<file path="src/rtl/cu_pkg.sv">
// Shared types for the CU instruction fetch stage: FSM states, buffer entry layout
// and the PC legality test used for both sequential and redirect targets.
package cu_pkg;

  localparam int unsigned IMEM_WORDS_DEF = 128;

  typedef enum logic [1:0] {
    IDLE = 2'd0,
    REQ  = 2'd1,
    WAIT = 2'd2,
    HALT = 2'd3
  } fetch_state_e;

  typedef struct packed {
    logic [31:0] pc;
    logic [31:0] ir;
  } fetch_entry_t;

  // Word aligned and inside the instruction memory; 34-bit compare so no wrap can hide a bad PC.
  function automatic logic pc_legal(input logic [31:0] pc, input int unsigned words);
    logic [33:0] limit;
    limit = 34'(words) << 2;
    return (pc[1:0] == 2'b00) && ({2'b00, pc} < limit);
  endfunction

endpackage

</file>
<file path="src/rtl/cu_if_fetch_if.sv">
// Fetch-stage bus bundle: instruction memory read port, decode handshake and CU redirect.
interface cu_if_fetch_if;
  logic        imem_req;
  logic [31:0] imem_addr;
  logic        imem_rvalid;
  logic [31:0] imem_rdata;
  logic        if_valid;
  logic [31:0] if_ir;
  logic [31:0] if_pc;
  logic [31:0] if_pc_plus4;
  logic        id_ready;
  logic        redirect_valid;
  logic [31:0] redirect_pc;

  modport master (
    output imem_req, imem_addr, if_valid, if_ir, if_pc, if_pc_plus4,
    input  imem_rvalid, imem_rdata, id_ready, redirect_valid, redirect_pc
  );

  modport slave (
    input  imem_req, imem_addr, if_valid, if_ir, if_pc, if_pc_plus4,
    output imem_rvalid, imem_rdata, id_ready, redirect_valid, redirect_pc
  );
endinterface

</file>
<file path="src/rtl/cu_if_buffer.sv">
// Small power-of-two FIFO of fetched {pc, ir} entries with flush; only pointers and
// count are reset, the storage is qualified by the count.
module cu_if_buffer
  import cu_pkg::*;
#(
  parameter int unsigned BUF_DEPTH = 2
) (
  input  logic                       soc_clk,
  input  logic                       reset,
  input  logic                       push,
  input  fetch_entry_t               push_data,
  input  logic                       pop,
  input  logic                       flush,
  output fetch_entry_t               head,
  output logic [$clog2(BUF_DEPTH):0] count,
  output logic                       empty,
  output logic                       full
);

  localparam int PTR_W = $clog2(BUF_DEPTH);
  localparam int CNT_W = PTR_W + 1;

  fetch_entry_t     mem [BUF_DEPTH];
  logic [PTR_W-1:0] wr_ptr;
  logic [PTR_W-1:0] rd_ptr;
  logic             do_push;
  logic             do_pop;

  assign empty   = (count == '0);
  assign full    = (count == CNT_W'(BUF_DEPTH));
  assign do_pop  = pop & ~empty;
  assign do_push = push & (~full | do_pop);
  assign head    = mem[rd_ptr];

  always_ff @(posedge soc_clk or negedge reset) begin
    if (!reset) begin
      wr_ptr <= '0;
      rd_ptr <= '0;
      count  <= '0;
    end else if (flush) begin
      wr_ptr <= '0;
      rd_ptr <= '0;
      count  <= '0;
    end else begin
      if (do_push) wr_ptr <= wr_ptr + PTR_W'(1);
      if (do_pop)  rd_ptr <= rd_ptr + PTR_W'(1);
      case ({do_push, do_pop})
        2'b10:   count <= count + CNT_W'(1);
        2'b01:   count <= count - CNT_W'(1);
        default: ;
      endcase
    end
  end

  always_ff @(posedge soc_clk) begin
    if (do_push && !flush) mem[wr_ptr] <= push_data;
  end

endmodule

</file>
<file path="src/rtl/cu_if_fetch.sv">
// Instruction fetch stage: owns the fetch PC, issues one imem read at a time, buffers
// returned words for decode, handles CU redirects and latches a sticky fetch error.
module cu_if_fetch
  import cu_pkg::*;
#(
  parameter int unsigned IMEM_WORDS = IMEM_WORDS_DEF,
  parameter logic [31:0] RESET_PC   = 32'h0,
  parameter int unsigned BUF_DEPTH  = 2
) (
  input  logic          soc_clk,
  input  logic          reset,
  input  logic          fetch_en,
  cu_if_fetch_if.master bus,
  output logic          fetch_err,
  output logic [31:0]   err_pc
);

  localparam int CNT_W = $clog2(BUF_DEPTH) + 1;

  fetch_state_e     state, state_nxt;
  logic [31:0]      pc, pc_nxt;
  logic             drop, drop_nxt;
  logic             err_nxt;
  logic [31:0]      err_pc_nxt;
  logic             push, pop, flush;
  logic             outstanding, room;
  logic [CNT_W:0]   in_use;
  fetch_entry_t     head;
  fetch_entry_t     push_data;
  logic [CNT_W-1:0] buf_count;
  logic             buf_empty, buf_full;

  cu_if_buffer #(.BUF_DEPTH(BUF_DEPTH)) u_buf (
    .soc_clk   (soc_clk),
    .reset     (reset),
    .push      (push),
    .push_data (push_data),
    .pop       (pop),
    .flush     (flush),
    .head      (head),
    .count     (buf_count),
    .empty     (buf_empty),
    .full      (buf_full)
  );

  // Counting the in-flight word keeps the buffer from ever overflowing on its return.
  assign outstanding = (state == REQ) || (state == WAIT);
  assign in_use      = {1'b0, buf_count} + (CNT_W + 1)'(outstanding);
  assign room        = !buf_full && (in_use < (CNT_W + 1)'(BUF_DEPTH));
  assign push_data   = '{pc: pc, ir: bus.imem_rdata};

  always_ff @(posedge soc_clk or negedge reset) begin
    if (!reset) begin
      state     <= IDLE;
      pc        <= RESET_PC;
      drop      <= 1'b0;
      fetch_err <= 1'b0;
      err_pc    <= '0;
    end else begin
      state     <= state_nxt;
      pc        <= pc_nxt;
      drop      <= drop_nxt;
      fetch_err <= err_nxt;
      err_pc    <= err_pc_nxt;
    end
  end

  always_comb begin
    state_nxt  = state;
    pc_nxt     = pc;
    drop_nxt   = drop;
    err_nxt    = fetch_err;
    err_pc_nxt = err_pc;
    push       = 1'b0;
    pop        = 1'b0;
    flush      = 1'b0;
    if (bus.redirect_valid) begin
      // Redirect wins over everything this edge: no push, no pop, buffered work is stale.
      flush = 1'b1;
      if (state != HALT) begin
        if (!pc_legal(bus.redirect_pc, IMEM_WORDS)) begin
          err_nxt    = 1'b1;
          err_pc_nxt = bus.redirect_pc;
          state_nxt  = HALT;
          drop_nxt   = 1'b0;
        end else begin
          pc_nxt = bus.redirect_pc;
          case (state)
            REQ: begin
              state_nxt = WAIT;
              drop_nxt  = 1'b1;
            end
            WAIT: begin
              state_nxt = bus.imem_rvalid ? IDLE : WAIT;
              drop_nxt  = !bus.imem_rvalid;
            end
            default: state_nxt = IDLE;
          endcase
        end
      end
    end else begin
      pop = !buf_empty && bus.id_ready;
      case (state)
        IDLE: begin
          if (fetch_en && !fetch_err && room) begin
            if (pc_legal(pc, IMEM_WORDS)) begin
              state_nxt = REQ;
            end else begin
              err_nxt    = 1'b1;
              err_pc_nxt = pc;
              state_nxt  = HALT;
            end
          end
        end
        REQ: state_nxt = WAIT;
        WAIT: begin
          if (bus.imem_rvalid) begin
            state_nxt = IDLE;
            if (drop) begin
              drop_nxt = 1'b0;
            end else begin
              push   = 1'b1;
              pc_nxt = pc + 32'd4;
            end
          end
        end
        default: ;
      endcase
    end
  end

  assign bus.imem_req    = (state == REQ);
  assign bus.imem_addr   = (state == REQ) ? pc : '0;
  assign bus.if_valid    = !buf_empty;
  assign bus.if_ir       = buf_empty ? '0 : head.ir;
  assign bus.if_pc       = buf_empty ? '0 : head.pc;
  assign bus.if_pc_plus4 = buf_empty ? '0 : head.pc + 32'd4;

endmodule

</file>
<file path="src/flat_wrapper.sv">
// flat-port wrapper written by rule: the top's interface ports become plain ports
module cu_if_fetch_flat import cu_pkg::*;
#(
  parameter int unsigned IMEM_WORDS = IMEM_WORDS_DEF,
  parameter logic [31:0] RESET_PC   = 32'h0,
  parameter int unsigned BUF_DEPTH  = 2
)
  (soc_clk, reset, fetch_en, fetch_err, err_pc, bus_imem_req, bus_imem_addr, bus_if_valid, bus_if_ir, bus_if_pc, bus_if_pc_plus4, bus_imem_rvalid, bus_imem_rdata, bus_id_ready, bus_redirect_valid, bus_redirect_pc);
  cu_if_fetch_if bus_i ();
  input  logic soc_clk;
  input  logic reset;
  input  logic fetch_en;
  output logic fetch_err;
  output logic [31:0] err_pc;
  output wire logic [$bits(bus_i.imem_req)-1:0] bus_imem_req;
  output wire logic [$bits(bus_i.imem_addr)-1:0] bus_imem_addr;
  output wire logic [$bits(bus_i.if_valid)-1:0] bus_if_valid;
  output wire logic [$bits(bus_i.if_ir)-1:0] bus_if_ir;
  output wire logic [$bits(bus_i.if_pc)-1:0] bus_if_pc;
  output wire logic [$bits(bus_i.if_pc_plus4)-1:0] bus_if_pc_plus4;
  input wire logic [$bits(bus_i.imem_rvalid)-1:0] bus_imem_rvalid;
  input wire logic [$bits(bus_i.imem_rdata)-1:0] bus_imem_rdata;
  input wire logic [$bits(bus_i.id_ready)-1:0] bus_id_ready;
  input wire logic [$bits(bus_i.redirect_valid)-1:0] bus_redirect_valid;
  input wire logic [$bits(bus_i.redirect_pc)-1:0] bus_redirect_pc;
  assign bus_imem_req = bus_i.imem_req;
  assign bus_imem_addr = bus_i.imem_addr;
  assign bus_if_valid = bus_i.if_valid;
  assign bus_if_ir = bus_i.if_ir;
  assign bus_if_pc = bus_i.if_pc;
  assign bus_if_pc_plus4 = bus_i.if_pc_plus4;
  assign bus_i.imem_rvalid = bus_imem_rvalid;
  assign bus_i.imem_rdata = bus_imem_rdata;
  assign bus_i.id_ready = bus_id_ready;
  assign bus_i.redirect_valid = bus_redirect_valid;
  assign bus_i.redirect_pc = bus_redirect_pc;
  cu_if_fetch #(.IMEM_WORDS(IMEM_WORDS), .RESET_PC(RESET_PC), .BUF_DEPTH(BUF_DEPTH)) u_core (.soc_clk(soc_clk), .reset(reset), .fetch_en(fetch_en), .bus(bus_i), .fetch_err(fetch_err), .err_pc(err_pc));
endmodule
</file>
<file path="config.mk">
export PLATFORM = sky130hd
export DESIGN_NAME = cu_if_fetch_flat
export DESIGN_NICKNAME = d
export VERILOG_FILES = /design/src/rtl/cu_pkg.sv /design/src/rtl/cu_if_fetch_if.sv /design/src/rtl/cu_if_buffer.sv /design/src/rtl/cu_if_fetch.sv /design/src/flat_wrapper.sv
export SDC_FILE = /design/constraint.sdc
export NUM_CORES = 1
export LEC_CHECK = 0
export ABC_AREA = 1
export CORE_ASPECT_RATIO = 0.6
export CORE_MARGIN = 2
export CORE_UTILIZATION = 58
export CTS_BUF_LIST = sky130_fd_sc_hd__clkbuf_8
export CTS_CLUSTER_SIZE = 16
export DETAILED_ROUTE_END_ITERATION = 16
export HOLD_SLACK_MARGIN = 0.08
export PLACE_DENSITY = 0.92
export SLEW_MARGIN = 10
export SYNTH_ARGS = -nofsm -noshare
export SYNTH_HDL_FRONTEND = slang
export SYNTH_SLANG_ARGS = --single-unit
export TNS_END_PERCENT = 5
</file>
<file path="constraint.sdc">
create_clock -name soc_clk -period 6.4 [get_ports soc_clk]
set_input_delay 1.28 -clock soc_clk [delete_from_list [all_inputs] [get_ports soc_clk]]
set_output_delay 1.28 -clock soc_clk [all_outputs]
set_load 0.01 [all_outputs]
</file>
[After elaboration in Yosys (flattened, before gate mapping)]
Memory sizes are Yosys's and may differ from the RTL's.
Cells that the tools add are included.
W data, S select, Z words.
Storage, ports and cells
  flip-flop bits (word level): 72
  RAM bits: 128
  bits of input ports: 70
  memories kept: 1
  output and inout bits: 163
  word-level logic and storage cells: 118
Cells by class
  muxes and demuxes: 51
  bitwise operators: 5
  magnitude comparators: 3
  reduce and logical (&&, ||, !) cells: 29
  $add $sub $neg: 7
  equal/unequal tests: 14
Memory list
  u_core.u_buf.mem: depth 2, bits a word 64, read ports 1, clocked after memory_dff 0, write ports 1, line cu_if_buffer.sv:23  | fetch_entry_t mem [BUF_DEPTH];
Operator list (number)
  $mux W32: 16
  $add A32 B3 Y32 const B: 2
  $lt A32 B10 Y1 const B: 2
  $mux W1: 23
  $mux W2: 8
  $reduce_bool A2 Y1: 6
  $reduce_and A5 Y1: 2
  $logic_not A2 Y1: 4
  $ne A2 B2 Y1 const B: 4
  $pmux W2 S2: 2
  $reduce_and A4 Y1: 2
  $logic_and A1 B1 Y1: 7
  $eq A2 B2 Y1 const B: 3
  $pmux W2 S3: 1
  $logic_not A1 Y1: 5
  $eq A2 B1 Y1 const B: 2
  $ne A2 B1 Y1 const B: 2
  $ne A4 B3 Y1 const B: 1
  $reduce_bool A4 Y1: 1
  $add A2 B1 Y3: 1
  $lt A3 B2 Y1 const B: 1
  $ne A3 B2 Y1 const B: 1
  $ne A3 B3 Y1 const B: 1
  $reduce_bool A3 Y1: 1
  other kinds (8): 11

[Longest topological paths before layout]
Gate-level depths: netlist (run 1).
  word-level depth: 10
  depth in mapped cells: 14
  mapped depth without buffers: 12

[Modules after synthesis]
From an unflattened synthesis (run 1), not the netlist that was laid out.
Unflattened totals
  cells, all modules: 1394
  area, all modules: 10845.4 sq um
By module, submodules not included
  cu_if_fetch: area each 5954.5 sq um, cells each 1020, seq. area each 1701.6 sq um, instances 1
  cu_if_buffer: area each 4890.9 sq um, cells each 374, seq. area each 3943.8 sq um, instances 1

[Worst setup path before layout (run 1)]
No wires, ideal clock.
  path type: input to register
  from: input bus_redirect_valid
  to: memory u_core.u_buf.mem[0][0] in the netlist's numbering (enable)
  cell stages on the path: 4
  slack: 1.417 ns
  path buffers: 1
  data arrival time: 4.496 ns
  data required time: 5.913 ns
  setup time: 0.487 ns
  cell sequence: buf_2 > nor3_1 > o21ai_0 > nor2_1
Between the ends
  longest elaborated chain between the ends: 7
  elaborated cells on any way between the ends: 10
  classes of those cells: mux: 5; bitwise: 3; reduce/logical: 2
RTL lines
  from (decl): line flat_wrapper.sv:24  | input wire logic [$bits(bus_i.redirect_valid)-1:0] bus_redirect_valid;
  $mux W1: line cu_if_fetch.sv:77  | if (bus.redirect_valid) begin
  $and A1 B1 Y1: line cu_if_buffer.sv:31  | assign do_pop = pop & ~empty;
  $or A1 B1 Y1: line cu_if_buffer.sv:32  | assign do_push = push & (~full | do_pop);
  $and A1 B1 Y1: line cu_if_buffer.sv:32
  $logic_and A1 B1 Y1 *: line cu_if_buffer.sv:56  | if (do_push && !flush) mem[wr_ptr] <= push_data;
  $mux W1 *: line cu_if_buffer.sv:56
  $mux W1 (not written as such) *: line cu_if_buffer.sv:56
  to (decl): line cu_if_buffer.sv:23
Mark *: on every way between the ends. The rest lies on a longest branch, timed or not.

[Worst setup path in the final report (run 1)]
  from: register u_core.u_buf.rd_ptr
  to: output bus_if_pc_plus4[16]
Between the ends
  longest elaborated chain between the ends: 3
RTL lines
  from (decl): line cu_if_buffer.sv:25  | logic [PTR_W-1:0] rd_ptr;
  from (signal assigned): line cu_if_buffer.sv:46  | if (do_pop) rd_ptr <= rd_ptr + PTR_W'(1);
  $mem_v2 Z2 W64
  $add A32 B3 Y32: line cu_if_fetch.sv:137  | assign bus.if_pc_plus4 = buf_empty ? '0 : head.pc + 32'd4;
  $mux W32: line cu_if_fetch.sv:137
  to (decl): line flat_wrapper.sv:20  | output wire logic [$bits(bus_i.if_pc_plus4)-1:0] bus_if_pc_plus4;
Every way passes these cells.

==> results of run 1 <==
-- how the worst max path moves through the flow --
| stage | startpoint | to | slack (ns) | cells past startpoint |
|---|---|---|---|---|
| 6_report | u_core.u_buf.rd_ptr$_DFFE_PN0P_ | bus_if_pc_plus4[16] | 1.14 | 11 |
| 5_1_grt | u_core.u_buf.rd_ptr$_DFFE_PN0P_ | bus_if_pc_plus4[16] | 0.95 | 11 |
| 4_1_cts | u_core.u_buf.rd_ptr$_DFFE_PN0P_ | bus_if_pc_plus4[16] | 1.23 | 11 |
| 3_5_place_dp | u_core.u_buf.rd_ptr$_DFFE_PN0P_ | bus_if_pc_plus4[16] | 1.75 | 11 |
| 3_3_place_gp | u_core.u_buf.rd_ptr$_DFFE_PN0P_ | bus_if_pc_plus4[16] | 1.83 | 11 |
| 2_1_floorplan | bus_redirect_valid | u_core.u_buf.mem[0][0]$_DFFE_PP_ | 1.42 | 4 |
-- per-layer routing --
| metal | GRT usage [%] | vias up |
|---|---|---|
| li1 | - | 5103 |
| met1 | 48.6 | 5113 |
| met2 | 46.7 | 600 |
| met3 | 7.98 | 46 |
| met4 | 7.68 | 0 |
| met5 | 0 | - |
-- synthesized netlist by cell type, types with 3 or more instances --
master / instances
buf_12: 3
clkbuf_1: 25
buf_2: 15
nand3_1: 92
buf_4: 4
o21ai_2: 3
nand2_1: 591
o211ai_1: 3
nand2_2: 16
buf_6: 4
nand4_1: 17
xor2_1: 7
inv_1: 144
nor2_2: 12
nor2_1: 186
nor3_1: 9
o21ai_0: 61
ha_1: 7
buf_1: 10
edfxtp_1: 128
o21ai_1: 3
dfrtp_1: 72
a21oi_1: 48
-- metrics by stage --
stage	cells	setup slack [ns]
2_1_floorplan	1482	1.42
3_5_place_dp	1911	1.75
5_1_grt	1943	0.954
6_report	1943	1.14
4_1_cts	1943	1.23
3_3_place_gp	1911	1.83
-- worst register-to-register path: cells and delay by family, from the launching register on --
kind                     cells  cell delay, ns
AND/OR/NAND/NOR              3            1.10
buffers and inverters        2            0.71
adder cells (fa/ha/maj)      1            0.21
flip-flops                   1            0.41
AO/OA/AOI/OAI                1            0.35
-- power by group through the flow --
| stage | clock network (mW) | registers, mW | logic [mW] |
|---|---|---|---|
| 6_report | 0.857 | 1.96 | 1.53 |
| 5_1_grt | 0.920 | 1.98 | 1.68 |
| 3_5_place_dp | 0 | 1.97 | 1.50 |
| 2_1_floorplan | 0 | 1.89 | 0.842 |
| 4_1_cts | 0.863 | 1.94 | 1.52 |
| 3_3_place_gp | 0 | 1.96 | 1.46 |
-- placed cells by master (no fill, tap or decap), types with 2 or more instances in the layout --
cell and count:
a21oi_1 48, buf_2 2, buf_4 12, bufinv_16 2, clkbuf_8 17, clkdlybuf4s50_1 230
clkinv_4 5, clkinv_8 2, dfrtp_1 71, edfxtp_1 128, ha_1 7, inv_1 144
inv_6 3, inv_8 3, nand2_1 591, nand2_2 16, nand2_4 2, nand3_1 92
nand3_2 2, nand3b_1 2, nand4_1 17, nor2_1 183, nor2_2 12, nor2_4 5
nor3_1 9, nor3_2 2, nor4_1 2, o211ai_1 3, o21ai_0 61, o21ai_1 3
o21ai_2 3, xor2_1 7
-- logic make-up after synthesis --
| family | count (synthesis) | share of synthesized area, % |
|---|---|---|
| buffers and inverters | 207 | 8.02 |
| AO/OA/AOI/OAI | 122 | 5.78 |
| flip-flops | 200 | 50.5 |
| multiplexers | 1 | 0.0895 |
| AND/OR/NAND/NOR | 938 | 34.3 |
| adder cells (fa/ha/maj) | 7 | 0.783 |
| XOR/XNOR | 7 | 0.548 |
-- layout make-up --
cell class / count / area share, %
Clock buffer: 17 / 1.67
Clock inverter: 15 / 1.36
Inverter: 146 / 3.97
Multi-Input combinational cell: 1075 / 33.3
Sequential cell: 200 / 40.3
Tap cell: 246 / 2.20
Timing Repair Buffer: 244 / 17.2
-- sequential cells by signal, indices dropped and copies added (netlist names) --
register	cells
u_core.u_buf.wr_ptr	1
u_core.u_buf.mem	128
u_core.state	2
u_core.fetch_err	1
u_core.u_buf.rd_ptr	1
u_core.err_pc	32
u_core.drop	1
u_core.pc	32
u_core.u_buf.count	2
==> flow_summary.json, run 1 <==
{
  "status": "finished, final reports clean",
  "critPathBufInv": 2,
  "drive_gt1_share_pct": 5.42,
  "final-hold-violation-count": 0,
  "place.gp.congestion": 0.947,
  "cts_made_buffers": 17,
  "synth.distinct_cells": 39,
  "reg2regPathDepth": 7,
  "route.detailed.drc": 0,
  "syn_area_um2": 11200,
  "pwr-share-clk_pct": 19.7,
  "total_power_mw": 4.34,
  "met3_length_um": 3680,
  "finalSetupTns_ns": 0,
  "combPwrFrac_pct": 35.2,
  "cp_max_fo": 51,
  "fmax_ghz": 0.190,
  "r2r-start": "u_core.state[0]$_DFFE_PN0P_",
  "seq_power_share_pct": 45.1,
  "endpoint_kind": "output pin",
  "grt_usage_pct": 32.1,
  "cp-start-kind": "flip-flop",
  "io_buffers": 232,
  "ir_worst_vdd_uv": 201,
  "cpMostUsedCell": "nor2_1",
  "clockBufferDepth": 2,
  "clkLatencyLatePin_ns": 0.48,
  "crit_family": "simple AND/OR/NAND/NOR gates",
  "grt_pass1_wl_um": 50900,
  "register_area_um2": 5650,
  "grt_pass1_vias": 9739,
  "die-width_um": 183,
  "cp_data_arrival_time_ns": 3.98,
  "syn_area_per_cell_um2": 7.55,
  "grt_setup_unrepaired": "no",
  "setup_viol": 0,
  "cp.required_ns": 5.12,
  "synth_edf_count": 128,
  "max-cap-violations": 0,
  "synthFlopType": "edfxtp_1",
  "post_cts_buffers": 0,
  "maxSlewViolCount": 0,
  "synthArstFlopShare_pct": 36.0,
  "min_from": "u_core.err_pc[31]$_DFFE_PN0P_",
  "yosysWarnings": 0,
  "via_count": 10862,
  "num_io_pins": 233,
  "root_buffer": "clkbuf_8",
  "min_path_cells": 2,
  "ys_seq_area_share_pct": 50.5,
  "power.net_switching_mw": 1.70,
  "start_util_pct": 58.9,
  "fill_cells": 1445,
  "worst_slew_pin_slew_ns": 1.02,
  "internal_power_mw": 2.65,
  "placementRows": 39,
  "die_y_um": 112,
  "first_iter_violations": 1267,
  "syn_inst": 1482,
  "leakagePower_nw": 6.11,
  "swShare_pct": 39.1,
  "antenna_found_initial": 0,
  "viasPerCell": 5.59,
  "crit_chain": "buf_4, nand2_4, nand2_4, ha_1, nand2_1, nor3_2, nand2_1, nor2_1, nor2_1, nor2_1, clkdlybuf4s50_1",
  "routed_wl_um": 32900,
  "wire_per_inst_um": 17.0,
  "min_period_ns": 5.26,
  "dp_hpwl_um": 24200,
  "n_antenna_cell": 0,
  "drt-met1-wl_um": 14400,
  "cts_hold_buf": 0,
  "placed_area_um2": 13600,
  "top_layer_used": "met4",
  "critPathMaxStageDelay_ns": 0.88,
  "wl_met2_um": 14400,
  "critical_path_class": "reg2out",
  "grt-ovfl-total": 0,
  "final_area_um2": 14000,
  "slew_headroom_pct": 31.8,
  "clk_pin_slew_ns": 0.12,
  "ff2ff_setup_slack_ns": 3.25,
  "die_area_um2": 20400,
  "slowest_stage": "dfrtp_2",
  "htreeDepth": 4,
  "powerDensity_nw_per_um2": 310,
  "core-area_um2": 19000,
  "grt_max_degree": 83,
  "nets": 1761,
  "timing.final.crit_share_pct": 82.2,
  "hp-class": "reg2reg",
  "synth_top_cell_by_area": "edfxtp_1",
  "ys_top_cells_by_area": "edfxtp_1, nand2_1, dfrtp_1, nor2_1, inv_1",
  "multi_input_area_um2": 4660,
  "first_pass_iters": 6,
  "clkSinkCount": 200,
  "yosysTopAreaCellShare_pct": 34.4,
  "ctsResizeCount": 0,
  "final_util_pct": 73.8,
  "syn2layout_area_growth_pct": 25.2,
  "cts_tree": "yes",
  "ant_nets": 0,
  "finalClockSkew_ns": 0.0211,
  "syn_nets": 1559,
  "min_to": "u_core.err_pc[31]$_DFFE_PN0P_",
  "ys_ff_latch": 200,
  "r2r-end": "u_core.u_buf.mem[1][61]$_DFFE_PP_",
  "whs_ns": 0.485
}
Note: power is estimated with default switching activity, not from simulation.
==> run 2: changes to the inputs <==
CORE_UTILIZATION = 53   (was 58)
PLACE_DENSITY = 0.85   (was 0.92)
clock period = 5.1 ns   (was 6.4 ns; I/O delays follow)
==> flow_summary.json, run 2 (synthesis results as in run 1) <==
{
  "timing.final.crit_share_pct": 89.8,
  "cp-start-kind": "flip-flop",
  "routed_wl_um": 34100,
  "die_y_um": 117,
  "syn2layout_area_growth_pct": 26.4,
  "slew_headroom_pct": 29.6,
  "cpMostUsedCell": "nand2_1",
  "placed_area_um2": 13600,
  "final_area_um2": 14100,
  "clk_pin_slew_ns": 0.10,
  "clockBufferDepth": 2,
  "fmax_ghz": 0.218,
  "finalClockSkew_ns": 0.0175,
  "first_pass_iters": 5,
  "drive_gt1_share_pct": 5.47,
  "slowest_stage": "dfrtp_2",
  "cts_made_buffers": 17,
  "most-common-layout-cells": "nand2_1, clkdlybuf4s50_1, nor2_1, inv_1, edfxtp_1",
  "die_area_um2": 22300,
  "leakagePower_nw": 6.17,
  "grt_setup_unrepaired": "no",
  "fill_cells": 1757,
  "route.detailed.drc": 0,
  "num_io_pins": 233,
  "place.gp.congestion": 0.946,
  "start_util_pct": 53.6,
  "grt_usage_pct": 31.1,
  "cts_hold_buf": 0,
  "finalSetupTns_ns": 0,
  "critical_path_class": "reg2out",
  "worst_slew_pin_slew_ns": 1.05,
  "top_regs": "u_core.u_buf.mem: 128 flops, u_core.err_pc: 32 flops, u_core.pc: 32 flops",
  "dp_hpwl_um": 25100,
  "min_period_ns": 4.58,
  "critPathMaxStageDelay_ns": 0.62,
  "htreeDepth": 4,
  "placementRows": 41,
  "cts_tree": "yes",
  "crit_chain": "buf_4, nand2_4, nand2_4, ha_1, nand3_1, nor3_1, nand2_1, nand2_1, nand2_1, nor2_1, clkdlybuf4s50_1",
  "endpoint_kind": "output pin",
  "grt-ovfl-total": 0,
  "top_register": "u_core.u_buf.mem",
  "clkSinkCount": 200,
  "cp_max_fo": 29,
  "via_count": 10782,
  "post_cts_buffers": 0,
  "root_buffer": "clkbuf_8",
  "final-hold-violation-count": 0,
  "maxSlewViolCount": 0,
  "ir_worst_vdd_uv": 243,
  "hp-class": "in2async",
  "setup_viol": 0,
  "grt_max_degree": 76,
  "status": "finished, final reports clean",
  "ff2ff_setup_slack_ns": 2.19,
  "largest_reg_flops": 128,
  "max-cap-violations": 0,
  "nets": 1764,
  "grt_pass1_wl_um": 52600,
  "final_common_cell": "nand2_1",
  "first_iter_violations": 1301,
  "grt_pass1_vias": 9839,
  "ctsResizeCount": 0,
  "viasPerCell": 5.45,
  "die-width_um": 192,
  "cp.required_ns": 4.08,
  "wire_per_inst_um": 17.3,
  "total_power_mw": 5.65,
  "core-area_um2": 20900,
  "powerDensity_nw_per_um2": 400,
  "io_buffers": 232,
  "antenna_found_initial": 0,
  "clkLatencyLatePin_ns": 0.50,
  "n_antenna_cell": 0,
  "cp_data_arrival_time_ns": 3.56,
  "ant_nets": 0
}
[run 2: cell count changes in the layout (fill, tap and decap cells not counted), moves of 3 or more]
cell,before,now
buf_4,12,15
clkbuf_8,17,20
clkinv_4,5,1
bufinv_16,2,6
[run 2: area by class of cell]
type	instances	area (um2)	share of cell area (%)
flip-flops and latches	200	5650	39.9
multi-input cells	1075	4660	33.0
repair buffers	247	2420	17.2
inverters	146	556	3.93
well taps	279	349	2.47
clock buffers	20	275	1.95
clock inverters	12	221	1.57
[run 2: worst max-delay path, delay by kind of cell (launching register included)]
kind | cells | cell delay [ns]
buf+inv | 2 | 0.91
flops | 1 | 0.62
fa+ha+maj | 1 | 0.20
simple gates | 8 | 1.31
[run 2: layer usage]
metal | wire (um) | global-route usage (%) | vias up
met5 | 0 | 0 | -
li1 | - | - | 5108
met3 | 3520 | 8.26 | 50
met4 | 463 | 7.13 | 0
met2 | 14400 | 44.4 | 530
met1 | 15800 | 47.2 | 5094
[run 2: metrics by stage]
stage                     cells  setup WS, ns  hold WS [ns]  utilization (%)
after floorplan            1482         0.377         0.440                -
after global placement     1947          1.19         0.459             65.3
after detailed placement   1947          1.10         0.458             65.3
after CTS                  1979         0.546         0.476             67.7
after global routing       1979         0.258         0.490             67.7
final                      1979         0.520         0.478             67.7
[run 2: power by group]
group          switching [mW]  leakage (nW)  internal, mW  total (mW)
Sequential              0.383          2.08          2.07        2.45
Clock                   0.578         0.258         0.674        1.25
Combinational            1.15          3.83         0.800        1.95
Total                    2.11          6.17          3.54        5.65
[run 2: worst paths after layout]
| check | from | endpoint | cells after the start |
|---|---|---|---|
| max | u_core.u_buf.rd_ptr$_DFFE_PN0P_ | bus_if_pc_plus4[26] | 11 |
| min reg2reg | u_core.err_pc[2]$_DFFE_PN0P_ | u_core.err_pc[2]$_DFFE_PN0P_ | 2 |
| min | reset | u_core.fetch_err$_DFFE_PN0P_ | 1 |
| max in group asynchronous | reset | u_core.pc[8]$_DFFE_PN0P_ | 2 |
| max reg2reg | u_core.u_buf.count[0]$_DFFE_PN0P_ | u_core.u_buf.count[0]$_DFFE_PN0P_ | 8 |
| min in group soc_clk | u_core.err_pc[2]$_DFFE_PN0P_ | u_core.err_pc[2]$_DFFE_PN0P_ | 2 |
